## src/rtl/cordic_rot_engine.sv

```systemverilog
// Iterative rotation-mode CORDIC: cos/sin of a signed Q2.30 angle.
// One micro-rotation per clock; the arctangent ROM is read combinationally
// through rom_addr/rom_data. Optional angle range check: define
// CORDIC_RANGE_CHECK_EN to reject |angle| > pi/2 with out_err.
module cordic_rot_engine #(
    parameter int unsigned      WIDTH  = 32,
    parameter int unsigned      FRAC   = 30,
    parameter int unsigned      ITER   = 16,
    parameter logic [WIDTH-1:0] K_INIT = WIDTH'(32'h26DD3B6A)
) (
    input  logic             clk,
    input  logic             rst,
    input  logic             in_valid,
    output logic             in_ready,
    input  logic [WIDTH-1:0] in_angle,
    output logic [4:0]       rom_addr,
    input  logic [WIDTH-1:0] rom_data,
    output logic             out_valid,
    input  logic             out_ready,
    output logic [WIDTH-1:0] out_cos,
    output logic [WIDTH-1:0] out_sin,
    output logic             out_err
);

    localparam int unsigned      AW        = 5;
    localparam logic [AW-1:0]    LAST_ITER = AW'(ITER - 1);
    // Table entries are all below 1.0, so only the fraction bits carry weight.
    localparam logic [WIDTH-1:0] FRAC_MASK = WIDTH'((64'd1 << FRAC) - 64'd1);

`ifdef CORDIC_RANGE_CHECK_EN
    localparam logic signed [WIDTH-1:0] HALF_PI     = WIDTH'(32'sh6487ED51);
    localparam logic signed [WIDTH-1:0] NEG_HALF_PI = -HALF_PI;
`endif

    typedef enum logic [1:0] {
        S_IDLE = 2'd0,
        S_RUN  = 2'd1,
        S_DONE = 2'd2
`ifdef CORDIC_RANGE_CHECK_EN
        ,
        S_REJ  = 2'd3
`endif
    } state_t;

    state_t                   r_state;
    state_t                   w_state_nxt;

    logic signed [WIDTH-1:0]  r_x;
    logic signed [WIDTH-1:0]  r_y;
    logic signed [WIDTH-1:0]  r_z;
    logic        [AW-1:0]     r_iter;
    logic        [WIDTH-1:0]  r_cos;
    logic        [WIDTH-1:0]  r_sin;
    logic                     r_out_valid;
    logic                     r_in_ready;

    logic signed [WIDTH-1:0]  w_x_nxt;
    logic signed [WIDTH-1:0]  w_y_nxt;
    logic signed [WIDTH-1:0]  w_z_nxt;
    logic        [AW-1:0]     w_iter_nxt;
    logic        [WIDTH-1:0]  w_cos_nxt;
    logic        [WIDTH-1:0]  w_sin_nxt;
    logic                     w_out_valid_nxt;
    logic                     w_in_ready_nxt;

    logic signed [WIDTH-1:0]  w_x_sh;
    logic signed [WIDTH-1:0]  w_y_sh;
    logic        [WIDTH-1:0]  w_rom_mag;
    logic                     w_d_pos;
    logic signed [WIDTH-1:0]  w_x_rot;
    logic signed [WIDTH-1:0]  w_y_rot;
    logic signed [WIDTH-1:0]  w_z_rot;

`ifdef CORDIC_RANGE_CHECK_EN
    logic                     r_err;
    logic                     w_err_nxt;
    logic                     w_out_of_range;
`endif

    // One micro-rotation: direction taken from the sign of the residual angle.
    assign w_x_sh    = r_x >>> r_iter;
    assign w_y_sh    = r_y >>> r_iter;
    assign w_rom_mag = rom_data & FRAC_MASK;
    assign w_d_pos   = ~r_z[WIDTH-1];
    assign w_x_rot   = w_d_pos ? (r_x - w_y_sh) : (r_x + w_y_sh);
    assign w_y_rot   = w_d_pos ? (r_y + w_x_sh) : (r_y - w_x_sh);
    assign w_z_rot   = w_d_pos ? (r_z - $signed(w_rom_mag)) : (r_z + $signed(w_rom_mag));

`ifdef CORDIC_RANGE_CHECK_EN
    assign w_out_of_range = ($signed(in_angle) > HALF_PI) || ($signed(in_angle) < NEG_HALF_PI);
`endif

    // State register.
    always_ff @(posedge clk or posedge rst) begin
        if (rst) begin
            r_state <= S_IDLE;
        end else begin
            r_state <= w_state_nxt;
        end
    end

    // Next-state and next-datapath logic.
    always_comb begin
        w_state_nxt     = r_state;
        w_x_nxt         = r_x;
        w_y_nxt         = r_y;
        w_z_nxt         = r_z;
        w_iter_nxt      = r_iter;
        w_cos_nxt       = r_cos;
        w_sin_nxt       = r_sin;
        w_out_valid_nxt = r_out_valid;
        w_in_ready_nxt  = r_in_ready;
`ifdef CORDIC_RANGE_CHECK_EN
        w_err_nxt       = r_err;
`endif
        case (r_state)
            S_IDLE: begin
                if (in_valid && r_in_ready) begin
                    w_in_ready_nxt = 1'b0;
                    w_iter_nxt     = '0;
`ifdef CORDIC_RANGE_CHECK_EN
                    if (w_out_of_range) begin
                        w_state_nxt = S_REJ;
                    end else begin
                        w_x_nxt     = $signed(K_INIT);
                        w_y_nxt     = '0;
                        w_z_nxt     = $signed(in_angle);
                        w_state_nxt = S_RUN;
                    end
`else
                    w_x_nxt     = $signed(K_INIT);
                    w_y_nxt     = '0;
                    w_z_nxt     = $signed(in_angle);
                    w_state_nxt = S_RUN;
`endif
                end
            end
            S_RUN: begin
                w_x_nxt = w_x_rot;
                w_y_nxt = w_y_rot;
                w_z_nxt = w_z_rot;
                if (r_iter == LAST_ITER) begin
                    w_cos_nxt       = w_x_rot;
                    w_sin_nxt       = w_y_rot;
                    w_out_valid_nxt = 1'b1;
                    w_iter_nxt      = '0;
                    w_state_nxt     = S_DONE;
                end else begin
                    w_iter_nxt = r_iter + AW'(1);
                end
            end
            S_DONE: begin
                if (out_ready) begin
                    w_out_valid_nxt = 1'b0;
                    w_in_ready_nxt  = 1'b1;
`ifdef CORDIC_RANGE_CHECK_EN
                    w_err_nxt       = 1'b0;
`endif
                    w_state_nxt     = S_IDLE;
                end
            end
`ifdef CORDIC_RANGE_CHECK_EN
            S_REJ: begin
                w_cos_nxt       = '0;
                w_sin_nxt       = '0;
                w_err_nxt       = 1'b1;
                w_out_valid_nxt = 1'b1;
                w_state_nxt     = S_DONE;
            end
`endif
            default: begin
                w_state_nxt     = S_IDLE;
                w_iter_nxt      = '0;
                w_out_valid_nxt = 1'b0;
                w_in_ready_nxt  = 1'b1;
            end
        endcase
    end

    // Datapath and output registers.
    always_ff @(posedge clk or posedge rst) begin
        if (rst) begin
            r_x         <= '0;
            r_y         <= '0;
            r_z         <= '0;
            r_iter      <= '0;
            r_cos       <= '0;
            r_sin       <= '0;
            r_out_valid <= 1'b0;
            r_in_ready  <= 1'b1;
        end else begin
            r_x         <= w_x_nxt;
            r_y         <= w_y_nxt;
            r_z         <= w_z_nxt;
            r_iter      <= w_iter_nxt;
            r_cos       <= w_cos_nxt;
            r_sin       <= w_sin_nxt;
            r_out_valid <= w_out_valid_nxt;
            r_in_ready  <= w_in_ready_nxt;
        end
    end

`ifdef CORDIC_RANGE_CHECK_EN
    // Rejection flag, held until the result handshake.
    always_ff @(posedge clk or posedge rst) begin
        if (rst) begin
            r_err <= 1'b0;
        end else begin
            r_err <= w_err_nxt;
        end
    end

    assign out_err = r_err;
`else
    assign out_err = 1'b0;
`endif

    // The iteration counter is zero outside RUN, so it doubles as the ROM address.
    assign rom_addr  = r_iter;
    assign in_ready  = r_in_ready;
    assign out_valid = r_out_valid;
    assign out_cos   = r_cos;
    assign out_sin   = r_sin;

endmodule

```

## config.mk

```make
export PLATFORM = sky130hd
export DESIGN_NAME = cordic_rot_engine
export DESIGN_NICKNAME = d
export VERILOG_FILES = /design/src/rtl/cordic_rot_engine.sv
export SDC_FILE = /design/constraint.sdc
export NUM_CORES = 1
export LEC_CHECK = 0
export ABC_AREA = 1
export BUFFER_PORTS_ARGS = -buffer_cell sky130_fd_sc_hd__buf_2
export CORE_MARGIN = 5
export CORE_UTILIZATION = 62
export CTS_CLUSTER_DIAMETER = 120
export CTS_CLUSTER_SIZE = 25
export DETAILED_ROUTE_END_ITERATION = 8
export GPL_TIMING_DRIVEN = 0
export PLACE_DENSITY = 0.82
export SLEW_MARGIN = 20
export SYNTH_ARGS = -nofsm -noshare
export SYNTH_HDL_FRONTEND = slang
export SYNTH_SLANG_ARGS = --single-unit
```

## constraint.sdc

```tcl
create_clock -name clk -period 6.6 [get_ports clk]
set_input_delay 0.99 -clock clk [delete_from_list [all_inputs] [get_ports clk]]
set_output_delay 0.99 -clock clk [all_outputs]
set_load 0.02 [all_outputs]
```

## After elaboration in Yosys (flattened, before gate mapping)

Cells that the tools add are included.

| operators by class | value |
|---|---|
| add/sub/neg operators | 7 |
| equal/unequal tests | 6 |
| shift operators | 2 |
| muxes and demuxes | 22 |
| bitwise gates (word level) | 3 |
| reduce and logical (&&, ||, !) cells | 9 |

Operator list:

| kind | count |
|---|---|
| $mux 32 | 6 |
| $pmux 32 s2 | 3 |
| $add 32x32->32 | 2 |
| $sshr 32x5->32 | 2 |
| $sub 32x32->32 | 2 |
| $add 32x31->32 | 1 |
| $sub 32x31->32 | 1 |
| $pmux 5 s3 | 1 |
| $mux 5 | 2 |
| $reduce_and 3->1 | 3 |
| $mux 2 | 3 |
| $ne 2x2->1 const B | 3 |
| $pmux 1 s3 | 2 |
| $pmux 2 s3 | 1 |
| $reduce_and 2->1 | 3 |
| $add 5x1->5 const B | 1 |
| $eq 5x4->1 const B | 1 |
| $mux 1 | 4 |
| $not 1->1 | 3 |
| $eq 2x1->1 const B | 1 |
| $eq 2x2->1 const B | 1 |
| $logic_not 2->1 | 1 |
| $reduce_bool 2->1 | 1 |
| $logic_and 1x1->1 | 1 |

| storage, ports and cells | value |
|---|---|
| register bits after elaboration | 169 |
| input port bits | 68 |
| output and inout bits | 72 |
| word-level logic and storage cells | 58 |

## Depth between registers and ports, before layout

Gate-level depths: netlist (run 1).

| logic depth | value |
|---|---|
| word-level depth | 4 |
| depth in mapped cells | 33 |
| mapped depth without buffers | 31 |

## Worst setup path after synthesis (run 1)

No wires, ideal clock.

| timing path | value |
|---|---|
| path kind | register to register |
| from | register r_iter[0], in the netlist rom_addr[0] |
| to | register r_x[31] |
| library setup time | 0.117 ns |
| arrival | 3.877 ns |
| required time | 6.483 ns |
| setup slack | 2.606 ns |
| stages on the path, launching flop included | 33 |
| buffers on the path | 3 |
| clock period less this slack | 3.994 ns |
| path through | dfrtp_1 buf_6 buf_6 buf_6 nand2_1 nand3_1 nand3_1 nand3_1 nand2_1 nand2_1 nand2_1 ha_1 nand3b_4 nor2_4 nand3_1 nand2_1 o21a_1 xor2_1 inv_1 ha_1 nand2_1 nor2_1 inv_1 o21ai_0 a21oi_1 o21bai_1 a21oi_1 o21ai_0 inv_1 nand2_1 nand2_1 nand2_1 nand2_1 |

| on the way | value |
|---|---|
| word-level cells in the longest chain between the ends | 4 |
| elaborated cells on any way between the ends | 5 |
| those cells by class | add/sub (2); shift (1); mux (2) |

Ends and longest elaborated chain:

| element | line | RTL |
|---|---|---|
| start: declaration | 51 | `logic [AW-1:0] r_iter;` |
| start signal: assignment | 195 | `r_iter <= w_iter_nxt;` |
| $sshr 32x5->32 * | 82 | `assign w_y_sh = r_y >>> r_iter;` |
| $sub 32x32->32 or $add 32x32->32 (tied branches) | 85 | `assign w_x_rot = w_d_pos ? (r_x - w_y_sh) : (r_x + w_y_sh);` |
| $mux 32 * | 85 |  |
| $pmux 32 s2 * | 116 | `case (r_state)` |
| end signal: assignment | 192 | `r_x <= w_x_nxt;` |
| end: declaration | 48 | `logic signed [WIDTH-1:0] r_x;` |

Mark *: on every way between the ends. The rest lies on a longest branch, timed or not.
A chain may end at the register's enable or synchronous reset.

## Final worst setup path (run 1)

| timing path | value |
|---|---|
| from | register r_iter[2], in the netlist rom_addr[2] |
| to | register r_cos[31], in the netlist out_cos[31] |

| on the way | value |
|---|---|
| word-level cells in the longest chain between the ends | 3 |
| elaborated cells on any way between the ends | 6 |
| those cells by class | add/sub (2); eq/ne (1); shift (1); mux (1); reduce/logical (1) |

Ends and longest elaborated chain:

| element | line | RTL |
|---|---|---|
| $sshr 32x5->32 | 82 |  |
| $sub 32x32->32 or $add 32x32->32 (tied branches) | 85 |  |
| $mux 32 | 85 |  |
| end signal: assignment | 196 | `r_cos <= w_cos_nxt;` |
| end: declaration | 52 | `logic [WIDTH-1:0] r_cos;` |

Several ways; a longest one is shown, not always the timed one.

==> flow_summary.toml, run 1 <==
[synth]
yosys.cell_count.top_type = "nand2_1"
unique_cell_type_count_in_the_yosys_netlist = 63
syn-num-nets = 2893
synthTopCellsByArea = "dfrtp_1, nand2_1, nand3_1, ha_1, o21ai_0"
synthesis.instances = 2718
yosys_most_used_dff = "dfrtp_1"
synth_enable_flop_cells = 0
synth.yosys.seq_area_share = 0.242
synth_register_bits = 169
cell_type_contributing_the_most_total_cell_area_after_synthesis = "dfrtp_1"
mappedNetlistArea_um2 = 17500
synth.yosys.warnings = 0
synthArstFlopShare = 1.00
post-synth-top-area-fraction = 0.241
synth_commonest_cells = "nand2_1, nand3_1, o21ai_0"
post_synth.cell_area_avg_um2 = 6.43

[sta]
maximum_clock_frequency_mhz = 173
least_margin_pin_slew_ns = 1.17
fin_crit_ns = 5.80
timing.clock.skew_ns = 0.0189
hold_viol_final = 0
finalMaxSlewViolations = 0
rsz0062_at_grt = "no"
setup_viol = 0
timing.slew.headroom = 0.218
period_share = 0.878

[clocking]
clock_root_buffer_master = "clkbuf_16"
cts-root-to-sink-buffers = 2
clock_pin_slew_on_the_worst_setup_and_hold_paths_ns = 0.08
cts_made_buffers = 17
cts_tree = "built"
worstSkewPairLatency_ns = 0.46
cts_num_sinks = 169
holdBufCountCts = 0
cts_resized = 0
htreeDepth = 4
cts.repair_timing.setup_buffer_count = 0

[placement]
input_output_buffers = 136
gp_congestion = 1.10
dp.final_hpwl_mm = 55.7

[final_layout]
final_core_util = 0.693
nFillCells = 2442
syn_to_final_growth_pct = 10.2
n_antenna_cell = 0
num-nets-final = 3049
multi_input_area_um2 = 11900
register_area_um2 = 4230
drive_gt1_frac = 0.111

[routing]
dr.first_iter.drc_count = 3030
first_pass_iters = 9
routed_via_density = 6.46
drt_wl_total_mm = 71.5
routedWlPerCell_um = 21.9
vias = 21100
antenna_violating_nets_post_route = 0
drcViolationCount = 0

[run_status]
run_status = "finished clean"

[die]
fp.coreArea_um2 = 27800
die_y_um = 178
die-width_um = 178
die_area_um2 = 31600
rows = 61
pin_count = 140
initial_core_util = 0.629

[grt]
first_pass_grt_wire_length_mm = 110
grt.total_usage = 0.447
antenna_found_initial = 1
grt_remaining_overflow = 0
grt_max_degree = 105
first_global_vias = 20100

[setup_path]
critPathRequiredTime_ns = 6.95
rrSetupSlack_ns = 0.80
timing.critical_path.to_type = "flip-flop"
reg2regPathDepth = 27
startpoint_type = "flip-flop"
crit_fanout = 10
worst_r2r_startpoint = "rom_addr[2]"
timing.rr.end = "out_cos[31]"
crit_arrival_ns = 6.15
worstSetupPathType = "flip-flop to flip-flop"

[worst_hold_path]
worstHoldStart = "out_cos[21]"
hold_path.class = "flip-flop to flip-flop"
holdPathStages = 2
min_delay_worst_endpoint = "out_cos[21]"

[flow_run]
number_of_maximum_capacitance_constraint_violations = 0
[worst max-delay path by stage]
| stage | from | end | slack, ns |
|---|---|---|---|
| after floorplan | rst | out_cos[0] | 1.04 |
| after global placement | rst | out_sin[24] | -0.83 |
| after detailed placement | rom_addr[2] | out_cos[31] | 1.15 |
| after CTS | rom_addr[2] | out_cos[31] | 1.13 |
| after global routing | rom_addr[1] | out_cos[31] | 0.72 |
| final | rom_addr[2] | out_cos[31] | 0.80 |
[through the flow]
step	setup slack, ns	cells	hold slack, ns	cell area, um2	TNS [ns]
global route	0.722	3265	0.500	19300	0
finish	0.803	3265	0.479	19300	0
floorplan	1.04	2718	0.455	17500	0
global placement	-0.830	3232	0.457	18600	-133.32
CTS	1.13	3265	0.479	19300	0
detailed placement	1.15	3233	0.460	18700	0
[per-layer routing]
layer,track usage,up-vias,routed length (um)
met5,0,-,15
met4,0.314,2,6200
met3,0.126,414,9810
met2,0.670,1611,29700
met1,0.552,9656,25800
li1,-,9423,-
[logic make-up (layout without fill, tap and decap cells)]
| logic type | Yosys count | in the layout | share of synthesized area |
|---|---|---|---|
| buffers and inverters | 315 | 484 | 0.0760 |
| xor gates and xnor gates | 139 | 139 | 0.0697 |
| adders and majority gates | 107 | 107 | 0.0779 |
| other | 1 | 1 | 0.000215 |
| DFF | 169 | 169 | 0.242 |
| AOI/OAI and AO/OA | 437 | 437 | 0.142 |
| and+or+nand+nor | 1550 | 1550 | 0.392 |
[worst max-delay path, cell delays in order (launching register included)]
cell	delay (ns)
dfrtp_1	0.51
inv_2	0.18
buf_1	0.39
nand3_1	0.25
nand3_1	0.13
nand2_1	0.12
nand2_1	0.06
nand2_1	0.20
ha_1	0.26
nand3b_4	0.10
nor2_4	0.27
nand3_1	0.18
o21ai_2	0.20
xor2_1	0.43
inv_1	0.15
ha_1	0.35
a21oi_1	0.19
inv_1	0.06
a31oi_1	0.18
o21ai_0	0.12
a21oi_1	0.30
o21bai_1	0.17
a21oi_1	0.30
o21ai_0	0.24
nand3_1	0.14
nand2_1	0.07
nand2_1	0.06
nand2_1	0.06
[layout make-up]
| type | count | area share |
|---|---|---|
| buffer | 117 | 0.0299 |
| clock buffer | 20 | 0.0232 |
| clock inverter | 12 | 0.00805 |
| inverter | 198 | 0.0394 |
| multi-input combinational | 2234 | 0.619 |
| sequential | 169 | 0.220 |
| tap | 378 | 0.0246 |
| timing repair buffer | 137 | 0.0368 |
[cell usage in the layout, fill, tap and decap left out, drive strengths merged, types with 4 or more instances in the layout]
master	n
a21boi	4
a21o	7
a21oi	140
a221oi	5
a31oi	17
a32o	15
and2	5
buf	202
clkbuf	72
clkinv	6
dfrtp	168
ha	104
inv	202
nand2	835
nand3	420
nand3b	4
nand4	23
nor2	204
nor3	26
nor4	16
o211ai	13
o21ai	205
o21bai	9
o221ai	4
o31ai	4
or2	15
xnor2	39
xor2	100
[state kept, by name, indices dropped and copies added, names as in the netlist]
| name | flops |
|---|---|
| r_state | 2 |
| rom_addr | 5 |
| out_sin | 32 |
| out_cos | 32 |
| r_y | 32 |
| r_z | 32 |
| in_ready | 1 |
| out_valid | 1 |
| r_x | 32 |
Power of run 1 is not shown: default switching activity piles up to over one toggle a cycle in this logic, so the estimate is an artifact.
==> run 2: changes to the inputs <==
--- a/config.mk
+++ b/config.mk
@@ -5,15 +5,14 @@
 export SDC_FILE = /design/constraint.sdc
 export NUM_CORES = 1
 export LEC_CHECK = 0
-export ABC_AREA = 1
 export BUFFER_PORTS_ARGS = -buffer_cell sky130_fd_sc_hd__buf_2
 export CORE_MARGIN = 5
 export CORE_UTILIZATION = 62
 export CTS_CLUSTER_DIAMETER = 120
-export CTS_CLUSTER_SIZE = 25
+export CTS_CLUSTER_SIZE = 14
 export DETAILED_ROUTE_END_ITERATION = 8
 export GPL_TIMING_DRIVEN = 0
-export PLACE_DENSITY = 0.82
+export PLACE_DENSITY_LB_ADDON = 0.1
 export SLEW_MARGIN = 20
 export SYNTH_ARGS = -nofsm -noshare
 export SYNTH_HDL_FRONTEND = slang
==> run 2 against run 1 <==
  * The run now ends with DRC, setup timing left
  * Via count decreased by 9.8%
  * Sequential share of layout area decreased by 0.66 points
  * Register-to-register slack got worse by 0.84 ns
  * Setup slack lost 0.84 ns
  * Synthesized cell count decreased by 24%
  * Critical path type unchanged
==> flow_summary.toml, run 2 <==
[run_status]
run_status = "finished with violations"
violations = "DRC, setup timing"

[routing]
drcViolationCount = 2
routed_via_density = 7.21
dr.first_iter.drc_count = 2459
antenna_violating_nets_post_route = 0
routedWlPerCell_um = 27.8
drt_wl_total_mm = 73.5
first_pass_iters = 9
vias = 19000

[placement]
gp_congestion = 1.18
dp.final_hpwl_mm = 55.7
placed_area_um2 = 18700
input_output_buffers = 136

[synth]
share_of_the_synthesized_area_in_compound_gates_ao_oa_aoi_oai = 0.243
synth.yosys.warnings = 0
main_combinational_cell_family_by_area_after_synthesis = "compound AO/OA/AOI/OAI gates"
synth.yosys.seq_area_share = 0.242
yosys.area_share.simple = 0.166
syn-num-nets = 2240
synthArstFlopShare = 1.00
mappedNetlistArea_um2 = 17500
unique_cell_type_count_in_the_yosys_netlist = 89
post_synth_mux_area_share = 0.146
synth_fa_ha_area_frac = 0.0780
post-synth-top-area-fraction = 0.241
yosys.cell_count.top_type = "nand2_1"
yosys_most_used_dff = "dfrtp_1"
synth_enable_flop_cells = 0
post_synth.cell_area_avg_um2 = 8.45
cell_type_contributing_the_most_total_cell_area_after_synthesis = "dfrtp_1"
synth_register_bits = 169
synthTopCellsByArea = "dfrtp_1, mux4_2, ha_1, nand2_1, o21ai_0"
synthesis.instances = 2065
synth_commonest_cells = "nand2_1, o21ai_0, dfrtp_1"
yosys.area_share.xor_xnor = 0.0852

[worst_hold_path]
hold_path.class = "flip-flop to flip-flop"

[setup_path]
critPathRequiredTime_ns = 6.98
critical-path-max-stage-delay_ns = 0.48
worstSetupPathType = "flip-flop to flip-flop"
startpoint_type = "flip-flop"
timing.critical_path.to_type = "flip-flop"
crit_arrival_ns = 7.02
worst_path_max_delay_cell = "mux2i_2"
crit_fanout = 10
path_common_cell = "nand2_1"

[clocking]
cts_num_sinks = 169
worstSkewPairLatency_ns = 0.46
holdBufCountCts = 0
cts_tree = "built"
cts_made_buffers = 17
clock_pin_slew_on_the_worst_setup_and_hold_paths_ns = 0.07
clock_root_buffer_master = "clkbuf_16"
cts-root-to-sink-buffers = 2
htreeDepth = 4

[sta]
finalMaxSlewViolations = 0
fin_crit_ns = 6.63
finalWorstSetupSlack_ns = -0.0341
timing.clock.skew_ns = 0.0199
maximum_clock_frequency_mhz = 151
period_share = 1.01
least_margin_pin_slew_ns = 1.19
setup_viol = 2
timing.slew.headroom = 0.209
hold_viol_final = 0

[final_layout]
commonest_non_fill_non_tap_cell_in_the_layout = "nand2_1"
syn_to_final_growth_pct = 13.9
mostFrequentLayoutCells = "nand2_1, o21ai_0, dfrtp_1"
drive_gt1_frac = 0.196
final_area_um2 = 19900
num-nets-final = 2422
nFillCells = 2240

[grt]
first_global_vias = 18500
grt.total_usage = 0.453
first_pass_grt_wire_length_mm = 109
antenna_found_initial = 2
grt_max_degree = 98
grt_remaining_overflow = 0

[die]
rows = 61
initial_core_util = 0.628
fp.coreArea_um2 = 27800
pin_count = 140
die_area_um2 = 31600
die_y_um = 178
die-width_um = 178

[flow_run]
number_of_maximum_capacitance_constraint_violations = 0
[run 2: cells by family (layout without fill, tap and decap cells)]
| group | after synthesis | count (layout) |
|---|---|---|
| xor+xnor | 169 | 169 |
| compound gates | 669 | 669 |
| buf+inv | 163 | 357 |
| other cells | 1 | 4 |
| fa+ha+maj | 107 | 107 |
| flops | 169 | 169 |
| simple gates | 627 | 627 |
| mux | 160 | 160 |
[run 2: metal layers]
layer	up-vias	track usage	routed length, um
met5	-	0.0208	111
met4	6	0.285	5890
met3	450	0.187	11000
met2	1578	0.692	31600
met1	8967	0.528	24800
li1	8031	-	-
[run 2: metrics by stage]
step | hold slack (ns) | setup slack, ns | instances | utilization | setup TNS [ns]
2_1_floorplan | 0.487 | 0.0141 | 2065 | - | 0
3_3_place_gp | 0.457 | -1.47 | 2579 | 0.670 | -175.72
3_5_place_dp | 0.465 | -1.66 | 2581 | 0.672 | -42.90
4_1_cts | 0.479 | 0.00297 | 2621 | 0.704 | 0
5_1_grt | 0.497 | -0.141 | 2638 | 0.716 | -0.797
6_report | 0.472 | -0.0341 | 2640 | 0.716 | -0.0347
[run 2: critical path: cells and delay by family (launching register included)]
kind | cells | cell delay, ns
AO/OA/AOI/OAI | 8 | 1.80
flip-flops | 1 | 0.41
AND/OR/NAND/NOR | 8 | 1.74
XOR/XNOR | 2 | 0.47
multiplexers | 1 | 0.48
buffers and inverters | 6 | 1.24
adder cells (fa/ha/maj) | 1 | 0.37
[run 2: repair_timing]
action / in CTS / in global routing
resized for setup: 79 / 57
buffers inserted: 11 / 17
pin swaps: 11 / 18
endpoints found under the setup margin: 64 / 36
[run 2: path summary, 6_finish.rpt]
| kind | to | start | cells past startpoint | slack, ns |
|---|---|---|---|---|
| max in group asynchronous | r_y[27] | rst | 3 | 5.14 |
| worst min register to register | out_cos[4] | out_cos[4] | 2 | 0.47 |
| min in group asynchronous | r_z[9] | rst | 2 | 0.55 |
| worst max register to register | r_y[31] | rom_addr[0] | 26 | -0.03 |
| worst min-delay path | out_cos[4] | out_cos[4] | 2 | 0.47 |
| worst max-delay path | r_y[31] | rom_addr[0] | 26 | -0.03 |
[run 2: area by class of cell]
type	count	area [um2]	area share
Sequential cell	169	4240	0.213
Clock buffer	18	429	0.0216
Buffer	119	716	0.0360
Tap cell	378	473	0.0238
Multi-Input combinational cell	1733	12800	0.644
Inverter	41	161	0.00812
Timing Repair Buffer	166	926	0.0466
Antenna cell	3	7.51	0.000378
Clock inverter	13	121	0.00610
Power of run 2 is left out for the same reason.
